--- src/rtl/fetch_redirect_ctrl.sv ---
// fetch_redirect_ctrl: next-PC sequencer for the RV32I fetch stage.
//
// Owns the fetch PC, issues word fetches over a req/ack bus, selects the
// immediate-adder source (PC or rs1), and applies taken branches, jumps and
// misaligned-target traps. A one-entry skid buffer absorbs a fetch that
// returns while decode is stalled.
//
// Handshakes:
//   imem bus : imem_req_out rises with imem_addr_out and both hold steady
//              until a cycle with imem_ack_in=1, which completes the request
//              and supplies imem_rdata_in. A request is never withdrawn.
//   decode   : an instruction is handed over on each rising edge where
//              valid_out=1 and stall_in=0.
//
// Ports:
//   clk_in, rst_in              clock (rising edge), async active-low reset
//   stall_in                    decode cannot accept an instruction
//   branch_taken_in, jump_in,   redirect requests; target on iaddr_in
//   jalr_in, iaddr_in
//   iaddr_src_out               adder source select (1 = rs1, follows jalr_in)
//   imem_req_out/addr_out/      instruction memory request side
//   ack_in/rdata_in
//   instr_out, pc_out, valid_out  instruction to decode
//   flush_out                   kill younger pipeline stages
//   misaligned_out, epc_out     one-cycle trap pulse and offending target
//   dbg_state_out               current sequencer state (debug)
module fetch_redirect_ctrl #(
  parameter logic [31:0] RESET_PC     = 32'h0000_0000,
  parameter logic [31:0] TRAP_VEC     = 32'h0000_0100,
  parameter int unsigned FLUSH_CYCLES = 2
) (
  input  logic        clk_in,
  input  logic        rst_in,
  input  logic        stall_in,
  input  logic        branch_taken_in,
  input  logic        jump_in,
  input  logic        jalr_in,
  input  logic [31:0] iaddr_in,
  output logic        iaddr_src_out,
  output logic        imem_req_out,
  output logic [31:0] imem_addr_out,
  input  logic        imem_ack_in,
  input  logic [31:0] imem_rdata_in,
  output logic [31:0] instr_out,
  output logic [31:0] pc_out,
  output logic        valid_out,
  output logic        flush_out,
  output logic        misaligned_out,
  output logic [31:0] epc_out,
  output logic [1:0]  dbg_state_out
);

  typedef enum logic [1:0] {
    S_IDLE  = 2'd0,
    S_REQ   = 2'd1,
    S_WAIT  = 2'd2,
    S_FLUSH = 2'd3
  } state_t;

  localparam logic [31:0] NOP        = 32'h0000_0013;
  localparam logic [2:0]  FLUSH_LOAD = 3'(FLUSH_CYCLES);

  state_t      state_q, state_d;

  logic        skid_valid_q;
  logic [31:0] skid_instr_q, skid_pc_q;
  logic [31:0] target_q;
  logic [2:0]  flush_cnt_q;

  logic        req_d, valid_d, flush_d, mis_d, skid_valid_d;
  logic [31:0] addr_d, instr_d, pc_d, epc_d, target_d, skid_instr_d, skid_pc_d;
  logic [2:0]  flush_cnt_d;

  logic        redirect, trap, ack_live, consume;
  logic [31:0] target;

  assign iaddr_src_out = jalr_in;
  assign dbg_state_out = state_q;

  // Redirects are only meaningful once the sequencer has left IDLE.
  assign redirect = (state_q != S_IDLE) & (branch_taken_in | jump_in | jalr_in);
  assign target   = jalr_in ? {iaddr_in[31:1], 1'b0} : iaddr_in;
  assign trap     = redirect & target[1];
  // An ack in FLUSH (or alongside a redirect) belongs to a killed fetch.
  assign ack_live = (state_q == S_REQ) & imem_req_out & imem_ack_in & ~redirect;
  assign consume  = valid_out & ~stall_in;

  // State register
  always_ff @(posedge clk_in or negedge rst_in) begin
    if (!rst_in) state_q <= S_IDLE;
    else         state_q <= state_d;
  end

  // Next-state logic
  always_comb begin
    state_d = state_q;
    case (state_q)
      S_IDLE:  state_d = S_REQ;
      S_REQ: begin
        if (redirect) state_d = S_FLUSH;
        // Data that cannot be delivered lands in (or already sits in) the
        // skid; stop requesting until decode drains it.
        else if (stall_in && valid_out && (ack_live || skid_valid_q)) state_d = S_WAIT;
      end
      S_WAIT: begin
        if (redirect)          state_d = S_FLUSH;
        else if (!skid_valid_q) state_d = S_REQ;
      end
      S_FLUSH: begin
        if (redirect) state_d = S_FLUSH;
        // Leave only once the bubble count is spent and any killed fetch has
        // been acked, so the bus is never aborted.
        else if (flush_cnt_q == 3'd0 && !imem_req_out) state_d = S_REQ;
      end
      default: state_d = S_IDLE;
    endcase
  end

  // Next values of the registered outputs and datapath
  always_comb begin
    // A request stays up while unacked, and is (re)raised whenever REQ is entered.
    req_d = (state_d == S_REQ) | (imem_req_out & ~imem_ack_in);

    addr_d = imem_addr_out;
    if (ack_live)                                       addr_d = imem_addr_out + 32'd4;
    else if (state_q == S_FLUSH && state_d == S_REQ)    addr_d = target_q;

    target_d = target_q;
    if (redirect) target_d = trap ? TRAP_VEC : target;

    flush_cnt_d = flush_cnt_q;
    flush_d     = 1'b0;
    if (redirect) begin
      flush_cnt_d = FLUSH_LOAD;
      flush_d     = 1'b1;
    end else if (state_q == S_FLUSH && flush_cnt_q != 3'd0) begin
      flush_cnt_d = flush_cnt_q - 3'd1;
      flush_d     = (flush_cnt_q != 3'd1);
    end

    mis_d = trap;
    epc_d = trap ? target : epc_out;

    instr_d      = instr_out;
    pc_d         = pc_out;
    valid_d      = valid_out;
    skid_valid_d = skid_valid_q;
    skid_instr_d = skid_instr_q;
    skid_pc_d    = skid_pc_q;

    if (redirect) begin
      valid_d      = 1'b0;
      skid_valid_d = 1'b0;
    end else if (state_q == S_REQ || state_q == S_WAIT) begin
      if (skid_valid_q && (consume || !valid_out)) begin
        // Skid drains into the output; a same-cycle ack refills the skid.
        instr_d      = skid_instr_q;
        pc_d         = skid_pc_q;
        valid_d      = 1'b1;
        skid_valid_d = ack_live;
        if (ack_live) begin
          skid_instr_d = imem_rdata_in;
          skid_pc_d    = imem_addr_out;
        end
      end else if (ack_live && (!stall_in || !valid_out)) begin
        instr_d = imem_rdata_in;
        pc_d    = imem_addr_out;
        valid_d = 1'b1;
      end else if (ack_live) begin
        skid_valid_d = 1'b1;
        skid_instr_d = imem_rdata_in;
        skid_pc_d    = imem_addr_out;
      end else if (consume) begin
        valid_d = 1'b0;
      end
    end
  end

  // Output and datapath registers
  always_ff @(posedge clk_in or negedge rst_in) begin
    if (!rst_in) begin
      imem_req_out   <= 1'b0;
      imem_addr_out  <= RESET_PC;
      instr_out      <= NOP;
      pc_out         <= RESET_PC;
      valid_out      <= 1'b0;
      flush_out      <= 1'b0;
      misaligned_out <= 1'b0;
      epc_out        <= 32'h0;
      skid_valid_q   <= 1'b0;
      skid_instr_q   <= NOP;
      skid_pc_q      <= RESET_PC;
      target_q       <= RESET_PC;
      flush_cnt_q    <= 3'd0;
    end else begin
      imem_req_out   <= req_d;
      imem_addr_out  <= addr_d;
      instr_out      <= instr_d;
      pc_out         <= pc_d;
      valid_out      <= valid_d;
      flush_out      <= flush_d;
      misaligned_out <= mis_d;
      epc_out        <= epc_d;
      skid_valid_q   <= skid_valid_d;
      skid_instr_q   <= skid_instr_d;
      skid_pc_q      <= skid_pc_d;
      target_q       <= target_d;
      flush_cnt_q    <= flush_cnt_d;
    end
  end

endmodule

--- config.mk ---
export PLATFORM = sky130hd
export DESIGN_NAME = fetch_redirect_ctrl
export DESIGN_NICKNAME = d
export VERILOG_FILES = /design/src/rtl/fetch_redirect_ctrl.sv
export SDC_FILE = /design/constraint.sdc
export NUM_CORES = 1
export LEC_CHECK = 0
export CORE_MARGIN = 4
export CORE_UTILIZATION = 55
export CTS_CLUSTER_SIZE = 28
export DETAILED_ROUTE_END_ITERATION = 7
export GPL_TIMING_DRIVEN = 0
export HOLD_SLACK_MARGIN = 0.12
export PLACE_DENSITY = 0.84
export SLEW_MARGIN = 0
export SYNTH_ARGS = -nofsm -noshare
export SYNTH_HDL_FRONTEND = slang
export SYNTH_SLANG_ARGS = --single-unit
export TNS_END_PERCENT = 20
--- constraint.sdc ---
create_clock -name clk_in -period 5.36 [get_ports clk_in]
set_clock_uncertainty 0.2 [all_clocks]
set_input_delay 0.536 -clock clk_in [delete_from_list [all_inputs] [get_ports clk_in]]
set_output_delay 0.536 -clock clk_in [all_outputs]
set_load 0.05 [all_outputs]
==> results.cfg, run 1 <==
[job]
max_cap_viol_count = 0

[timing]
period_utilisation_layout_pct = 55.8
finalWorstSetupSlack_ns = 2.37
period_needed_ns = 2.99
unrepaired_setup_endpoints_after_global_routing = no
finalHoldViolations = 0
timing.fmax_mhz = 334
max-slew-margin-rel_pct = 42.3
setup-violations-final = 0
finalMaxSlewViolations = 0
worst-slew-pin-transition_ns = 0.865

[die]
placement_rows = 50
floorplan.die.height_um = 146
initial_core_util_pct = 56.0
dieWidth_um = 146
num_io_pins = 206
die_outline_area_sq_mm = 0.0214
core_region_area_sq_mm = 0.0188

[critical_path]
cpLargestDelayFamily = buffers and inverters
crit_path_end_kind = flip-flop
critical_path_at_ns = 3.21
max_stage_delay_ns = 0.48
timing.critical_path.cells = inv_1 > ha_1 > clkbuf_1 > nor2_2 > or3_1 > buf_2 > clkbuf_1 > nand2_1 > o21ai_0
cp_common_cell = sky130_fd_sc_hd__clkbuf_1
setup.worst_path.class = reg -> reg
critical_path.max_fanout = 10
cp.buffers_inverters = 4
crit_slowest_cell = sky130_fd_sc_hd__nor2_2
worst-endpoint-required_ns = 5.58
type_of_origin_of_the_critical_path = flip-flop

[drt]
route.detailed.wl_per_inst_um = 18.8
detailedRoute.firstIterationViolations = 583
drt_pass1_iterations = 5
drc = 0
routed-via-count = 8448
totalWireLength_um = 27500
drt.antenna.violating_nets = 0
post_drt_via_cell_ratio = 5.77

[placement]
port_buffers = 205
place_area_sq_mm = 0.0129
place.gp.congestion = 0.946
dpl.hpwl_um = 19400
place_worst_setup_slack_ns = 2.25

[yosys]
mappedNetlistNets = 1057
dominantRegCellSynth = sky130_fd_sc_hd__dfrtp_1
async_reset_ff_share_pct = 100
synthDistinctLibCells = 63
mapped_area_sq_mm = 0.0105
synthesis.area_per_instance_sq_um = 10.7
synth_enable_flop_cells = 0
ys_warns = 0
netlist_instances = 978
yosys-top-cells-area = sky130_fd_sc_hd__dfrtp_1 (54%), sky130_fd_sc_hd__nand2_1 (7.8%), sky130_fd_sc_hd__mux2_2 (6.3%)
ffs_latches_synth = 234
synth_top_area_share_pct = 54.3
yosysTopAreaCell = sky130_fd_sc_hd__dfrtp_1
ys_seq_area_share_pct = 55.8

[clocking]
cts_tree = done
cts-root-to-sink-buffers = 3
clock-sinks = 234
clk_pin_slew_worst_paths_ns = 0.06
cts_inserted_buffers = 25
h-tree-depth = 1
clock_insertion_delay_worst_skew_ns = 0.51
cts-resized-gates = 0
root_buffer = sky130_fd_sc_hd__clkbuf_16

[power_and_ir_drop]
pwr_density_cell_mw_per_mm2 = 548
post_route_total_power_mw = 7.53
power.static_leakage_nw = 6.20
vdd_ir_drop_max_mv = 0.313

[grt]
grt_overflow_total = 0
vias_in_the_first_global_route = 8870
number_of_antenna_violations_at_the_first_check_in_global_routing = 0
grt_first_pass_wirelength_um = 45100
grt_max_degree = 120
globalRouteTotalUtil_pct = 25.5

[cells_and_area]
layout.cells.most_common_list = sky130_fd_sc_hd__dfrtp_1 (228), sky130_fd_sc_hd__nand2_1 (218), sky130_fd_sc_hd__clkdlybuf4s50_1 (204)
post-route-util_pct = 73.2
syn_to_final_growth_pct = 30.6
final_cell_area_sq_mm = 0.0137
final_net_count = 1291
most_common_cell_after_layout_fill_and_taps_aside = sky130_fd_sc_hd__dfrtp_1
fraction_of_layout_cells_with_a_size_suffix_above_1_pct = 12.9
diodes = 0

[run_status]
result_of_the_run = finished clean

[worst_hold_path]
min_path_type = reg -> reg
## sequential cells by signal, summed over array words and instances, names as in the netlist, 2 cells and up
name,cells
dbg_state_out,2
epc_out,32
flush_cnt_q,3
imem_addr_out,32
instr_out,32
pc_out,32
skid_instr_q,32
skid_pc_q,32
target_q,32
## final timing paths
check,from,slack [ns],endpoint,depth (start not counted)
worst max-delay path,dbg_state_out[1]$_DFF_PN0_,2.37,pc_out[29]$_DFFE_PN0P_,9
max in group asynchronous,rst_in,3.37,pc_out[27]$_DFFE_PN0P_,3
min in group asynchronous,rst_in,0.51,instr_out[26]$_DFFE_PN0P_,2
worst min register to register,instr_out[4]$_DFFE_PN1P_,0.27,instr_out[4]$_DFFE_PN1P_,2
worst min-delay path,instr_out[4]$_DFFE_PN1P_,0.27,instr_out[4]$_DFFE_PN1P_,2
worst max register to register,dbg_state_out[1]$_DFF_PN0_,2.37,pc_out[29]$_DFFE_PN0P_,9
## metal layers
layer	global-route usage, %	share of wire [%]
met5	0	0
met4	7.10	2.8
met3	6.08	8.3
met2	42.8	48
met1	33.3	41
## cells in the mapped netlist, drive strengths merged, types with 6 or more instances
cell	count
clkbuf	29
o21ai	89
nand3b	30
nor2	21
o221a	7
a221oi	9
mux2i	66
buf	34
nor3	10
nand4	9
a21oi	9
a211oi	6
o211ai	6
nand2	218
and4	6
and3	10
a31oi	16
ha	8
dfrtp	228
inv	20
and2	20
dfstp	6
mux2	66
nand3	6
## power breakdown
| group | switching [mW] | internal (mW) |
|---|---|---|
| Clock | 0.676 | 1.05 |
| Combinational | 2.15 | 1.06 |
| Sequential | 0.407 | 2.18 |
| Total | 3.23 | 4.29 |
## final cells by class
cell class / instances / area, sq um
sequential: 234 / 5860
fill: 1304 / 5030
multi-input combinational: 661 / 4290
timing repair buffer: 207 / 2090
clock buffer: 37 / 741
tap: 234 / 293
buffer: 63 / 289
clock inverter: 8 / 93.8
inverter: 20 / 75.1
## through the flow
stage               hold slack, ns   TNS, ns  cells
floorplan                   0.0404         0    978
global placement             0.254  -1413.58   1417
detailed placement           0.257         0   1418
CTS                          0.267         0   1464
global route                 0.290         0   1464
finish                       0.266         0   1464
## logic make-up (layout without fill, tap and decap cells)
kind of cell	count (synthesis)	count (layout)	share of synthesized area, %
simple gates	340	340	15.2
fa+ha+maj	8	8	0.952
buf+inv	83	335	3.46
xor+xnor	2	2	0.167
compound gates	179	179	11.1
mux	132	132	13.4
flops	234	234	55.8
## worst register-to-register path: cells and delay by family (launching register included)
kind	cells	cell delay [ns]
compound gates	1	0.11
fa+ha+maj	1	0.20
buf+inv	4	1.07
simple gates	3	0.85
flops	1	0.46
## what timing repair did
action                    4_1_cts  5_1_grt
buffers inserted                0        0
hold endpoints to repair      113        0
hold buffers                    1        0
No activity file was read; power rests on OpenSTA's default activity.
==> run 2: changes to the inputs <==
CORE_UTILIZATION = 47   (was 55)
PLACE_DENSITY = 0.77   (was 0.84)
clock period = 2.56 ns   (was 5.36 ns; I/O delays follow)
==> run 2 against run 1 <==
Net effect: highest routed layer unchanged; worst hold slack got worse by 0.13 ns; total power is 110% higher; register-to-register slack got worse by 2.3 ns; critical path depth rose by 1; non-clock buffer count up 5; sequential share of layout area is 0.54 points lower; largest cell class unchanged; fmax grew 19%; flip-flop and latch count unchanged; global-route usage decreased by 3.6 points; final cell count grew 3.5%; via count shrank 3.4%; critical endpoint is now imem_addr_out[26]$_DFFE_PN0P_; first-iteration DRC count down 31%.
==> results.cfg, run 2 (synthesis gave the netlist of run 1 again) <==
[timing]
tns_setup_ns = 0
timing.fmax_mhz = 399
max-slew-margin-rel_pct = 40.3
finalMaxSlewViolations = 0
hold_slack_ns = 0.134
finalHoldViolations = 0
worst-slew-pin-transition_ns = 0.896
period_utilisation_layout_pct = 97.8
setup-violations-final = 0
unrepaired_setup_endpoints_after_global_routing = yes
period_needed_ns = 2.50

[grt]
grt_overflow_total = 0
number_of_antenna_violations_at_the_first_check_in_global_routing = 0
vias_in_the_first_global_route = 8353
grt_first_pass_wirelength_um = 43900
grt_max_degree = 121
globalRouteTotalUtil_pct = 21.9

[cells_and_area]
most_common_cell_after_layout_fill_and_taps_aside = sky130_fd_sc_hd__dfrtp_1
layout.cells.non_filler = 1515
fraction_of_layout_cells_with_a_size_suffix_above_1_pct = 14.7
diodes = 0
final_net_count = 1296
layout.cells.most_common_list = sky130_fd_sc_hd__dfrtp_1 (226), sky130_fd_sc_hd__nand2_1 (217), sky130_fd_sc_hd__clkdlybuf4s50_1 (204)
post-route-util_pct = 63.6
syn_to_final_growth_pct = 32.4

[critical_path]
critical_path_depth = 10
reg2reg_from = dbg_state_out[1]$_DFF_PN0_
setup.worst_path.end = imem_addr_out[26]$_DFFE_PN0P_
critical_path.startpoint = dbg_state_out[1]$_DFF_PN0_
type_of_origin_of_the_critical_path = flip-flop
r2r_slack_ns = 0.06
cp.buffers_inverters = 4
cpLargestDelayFamily = buffers and inverters
setup.worst_path.class = reg -> reg
r2r-end = imem_addr_out[26]$_DFFE_PN0P_
reg2reg_depth = 10
critical_path.max_fanout = 10
timing.critical_path.cells = inv_2 > ha_1 > buf_6 > and3_4 > o21a_2 > buf_2 > clkbuf_4 > o31ai_1 > a31oi_1 > a221oi_1
worst-endpoint-required_ns = 2.73
max_stage_delay_ns = 0.42
crit_slowest_cell = sky130_fd_sc_hd__dfrtp_2
critical_path_at_ns = 2.67
crit_path_end_kind = flip-flop

[drt]
drc = 0
detailedRoute.firstIterationViolations = 401
routed-via-count = 8164
drt_pass1_iterations = 5
totalWireLength_um = 27300
drt.antenna.violating_nets = 0
post_drt_via_cell_ratio = 5.39
route.detailed.wl_per_inst_um = 18.0

[placement]
port_buffers = 205
place_inst = 1464
dpl.hpwl_um = 19600
place.gp.congestion = 0.952

[clocking]
clk_pin_slew_worst_paths_ns = 0.07
clock_insertion_delay_worst_skew_ns = 0.51
cts_inserted_buffers = 25
root_buffer = sky130_fd_sc_hd__clkbuf_16
h-tree-depth = 1
cts-root-to-sink-buffers = 3
cts_tree = done
clock-sinks = 234

[die]
num_io_pins = 206
die_outline_area_sq_mm = 0.0248
dieWidth_um = 158
core_region_area_sq_mm = 0.0219
floorplan.die.height_um = 158
initial_core_util_pct = 48.0
placement_rows = 54

[power_and_ir_drop]
pwr_density_cell_mw_per_mm2 = 1130
vdd_ir_drop_max_mv = 0.499
power.static_leakage_nw = 6.23
post_route_total_power_mw = 15.7

[run_status]
result_of_the_run = finished clean

[worst_hold_path]
min_path_cells = 3
min_path_type = in -> reg

[job]
max_cap_viol_count = 0
==> run 2: how the worst min path moves through the flow <==
stage                                   startpoint                          to  slack, ns
after floorplan                             rst_in  dbg_state_out[0]$_DFF_PN0_      -0.24
after global placement    instr_out[4]$_DFFE_PN1P_    instr_out[4]$_DFFE_PN1P_       0.25
after detailed placement                    rst_in   instr_out[26]$_DFFE_PN0P_       0.20
after CTS                             iaddr_in[16]     epc_out[16]$_DFFE_PN0P_       0.12
after global routing                  iaddr_in[11]     epc_out[11]$_DFFE_PN0P_       0.12
final                                 iaddr_in[29]     epc_out[29]$_DFFE_PN0P_       0.13
==> run 2: layout make-up <==
type	count	area [sq um]
Clock inverter	14	134
Buffer	61	317
Multi-Input combinational cell	661	4350
Timing Repair Buffer	214	2160
Inverter	20	75.1
Clock buffer	31	668
Sequential cell	234	5870
Fill cell	1738	7970
Tap cell	280	350
==> run 2: worst reg2reg max path, delay by kind of cell, from the launching register on <==
| kind | cells | cell delay, ns |
|---|---|---|
| buf+inv | 4 | 0.74 |
| compound gates | 4 | 0.62 |
| flops | 1 | 0.42 |
| simple gates | 1 | 0.20 |
| fa+ha+maj | 1 | 0.17 |
==> run 2: per-stage QoR <==
step / setup WS [ns] / area, sq um
final: 0.0554 / 13900
after global routing: -0.110 / 13900
after CTS: 0.00607 / 13900
after detailed placement: -0.337 / 12900
after global placement: -9.72 / 12900
after floorplan: 0.0592 / 10500
==> run 2: timing repair <==
item	4_1_cts	5_1_grt
setup buffers	1	0
gates resized for setup	16	28
pin swaps	1	1
hold buffers	7	0
hold endpoints to repair	119	0
setup endpoints to repair	209	138
==> run 2: routing by layer <==
metal	part of all wire (%)	up-vias	global-route usage (%)
met5	0	-	0
met4	2.1	0	5.86
met3	7.6	41	3.88
met2	46	294	36.3
met1	44	3931	29.9
li1	-	3898	-
==> run 2: report_power, final <==
part / switching [mW] / total, mW / leakage [nW] / internal (mW)
clock: 1.45 / 3.51 / 0.388 / 2.06
sequential: 0.822 / 5.39 / 3.05 / 4.57
combinational: 4.49 / 6.77 / 2.79 / 2.29
total: 6.76 / 15.7 / 6.23 / 8.91
==> run 3: changes to the inputs <==
CORE_UTILIZATION = 40   (was 47)
PLACE_DENSITY = 0.67   (was 0.77)
RECOVER_POWER = 50   (was not set)
==> run 3 against run 2 <==
Net effect: fmax increased by 0.64%; via count is 2.3% higher; non-clock buffer count up 12; critical path depth decreased by 2; register-to-register slack better by 0.02 ns; count of clock-buffer cells in the layout up 2; clock power rose by 8.5%; worst hold slack lost 0.010 ns.
==> results.cfg, run 3 (synthesis gave the netlist of run 1 again) <==
[power_and_ir_drop]
power.static_leakage_nw = 6.36
pwr_density_cell_mw_per_mm2 = 1130
post_route_total_power_mw = 16.0
vdd_ir_drop_max_mv = 0.728

[placement]
place.gp.congestion = 0.902
place_inst = 1520
place_area_sq_mm = 0.0130
port_buffers = 205
dpl.hpwl_um = 20200

[clocking]
clk_pin_slew_worst_paths_ns = 0.06
root_buffer = sky130_fd_sc_hd__clkbuf_16
cts_tree = done
cts_inserted_buffers = 26
h-tree-depth = 1
cts-root-to-sink-buffers = 3
clock-sinks = 234
clock_insertion_delay_worst_skew_ns = 0.52

[timing]
tns_setup_ns = 0
period_needed_ns = 2.49
period_utilisation_layout_pct = 97.2
max-slew-margin-rel_pct = 40.4
setup-violations-final = 0
worst-slew-pin-transition_ns = 0.893
finalHoldViolations = 0
finalMaxSlewViolations = 0
unrepaired_setup_endpoints_after_global_routing = yes
timing.fmax_mhz = 402

[die]
num_io_pins = 206
die_outline_area_sq_mm = 0.0289
floorplan.die.height_um = 170
placement_rows = 59
initial_core_util_pct = 40.5
core_region_area_sq_mm = 0.0260
dieWidth_um = 170

[cells_and_area]
layout.cells.non_filler = 1583
diodes = 0
final_cell_area_sq_mm = 0.0142
layout.cells.most_common_list = sky130_fd_sc_hd__dfrtp_1 (226), sky130_fd_sc_hd__nand2_1 (217), sky130_fd_sc_hd__clkdlybuf4s50_1 (204)
post-route-util_pct = 54.6
most_common_cell_after_layout_fill_and_taps_aside = sky130_fd_sc_hd__dfrtp_1
final_net_count = 1309
fraction_of_layout_cells_with_a_size_suffix_above_1_pct = 15.0
syn_to_final_growth_pct = 35.0

[critical_path]
setup.worst_path.class = reg -> reg
crit_path_end_kind = flip-flop
critical_path_at_ns = 2.68
worst-endpoint-required_ns = 2.75
r2r_slack_ns = 0.07
critical_path.max_fanout = 10
type_of_origin_of_the_critical_path = flip-flop

[drt]
post_drt_via_cell_ratio = 5.28
drt.antenna.violating_nets = 0
drc = 0
detailedRoute.firstIterationViolations = 498
routed-via-count = 8354
drt_pass1_iterations = 7
totalWireLength_um = 28700
route.detailed.wl_per_inst_um = 18.1

[grt]
grt_overflow_total = 0
number_of_antenna_violations_at_the_first_check_in_global_routing = 0
grt_max_degree = 105
vias_in_the_first_global_route = 8250
grt_first_pass_wirelength_um = 45700
globalRouteTotalUtil_pct = 19.5

[job]
max_cap_viol_count = 0

[worst_hold_path]
min_path_type = in -> reg

[run_status]
result_of_the_run = finished clean
run 3: changes by cell type in the layout (fill, tap and decap cells not counted), sizes merged:
cell / change
clkinv: +2
clkinvlp: -4
dlygate4sd3: +9
buf: -2
bufinv: +1
clkbuf: +7
run 3: power by group:
group          switching, mW  internal (mW)  total (mW)  leakage [nW]
registers              0.845           4.57        5.41          3.05
logic                   4.51           2.30        6.81          2.87
clock network           1.51           2.30        3.81         0.440
run 3: layout make-up:
type,instances,area (sq um)
Sequential cell,234,5870
Tap cell,335,419
Buffer,61,312
Inverter,20,77.6
Fill cell,2335,11800
Clock inverter,13,144
Multi-Input combinational cell,661,4360
Clock buffer,33,728
Timing Repair Buffer,226,2280
run 3: timing repair:
item	CTS	global route
resized for setup	26	17
hold endpoints to repair	248	0
pin swaps	1	1
buffers inserted	1	1
hold buffers	17	0
endpoints found under the setup margin	207	114
run 3: path summary, 6_finish.rpt:
kind	cells after the start	startpoint	end
setup reg to reg	8	flush_cnt_q[0]$_DFFE_PN0P_	imem_addr_out[11]$_DFFE_PN0P_
hold / removal	3	iaddr_in[29]	epc_out[29]$_DFFE_PN0P_
setup / recovery	8	flush_cnt_q[0]$_DFFE_PN0P_	imem_addr_out[11]$_DFFE_PN0P_
hold reg to reg	2	instr_out[1]$_DFFE_PN1P_	instr_out[1]$_DFFE_PN1P_
min in group asynchronous	2	rst_in	instr_out[1]$_DFFE_PN1P_
max in group asynchronous	3	rst_in	skid_instr_q[3]$_DFFE_PN0P_
run 3: per-layer routing:
layer | up-vias | wire [um] | GRT usage, %
li1 | 3944 | - | -
met1 | 4032 | 12600 | 27.5
met2 | 319 | 13100 | 31.6
met3 | 59 | 2180 | 3.65
met4 | 0 | 769 | 4.62
met5 | - | 0 | 0
run 3: critical path, cell delays in order, from the launching register on:
cell and delay, ns:
sky130_fd_sc_hd__dfrtp_1 0.38, sky130_fd_sc_hd__inv_1 0.11, sky130_fd_sc_hd__ha_2 0.22, sky130_fd_sc_hd__or3b_4 0.40, sky130_fd_sc_hd__a21boi_2 0.23, sky130_fd_sc_hd__o21bai_4 0.16
sky130_fd_sc_hd__nor2_4 0.27, sky130_fd_sc_hd__buf_4 0.27, sky130_fd_sc_hd__a211oi_1 0.11
run 3: per-stage QoR:
| stage | setup slack, ns | hold WS [ns] |
|---|---|---|
| floorplan | 0.0592 | -0.240 |
| global placement | -10.03 | 0.256 |
| detailed placement | -0.321 | -0.0364 |
| CTS | 0.0334 | 0.121 |
| global route | -0.00832 | 0.150 |
| finish | 0.0714 | 0.123 |
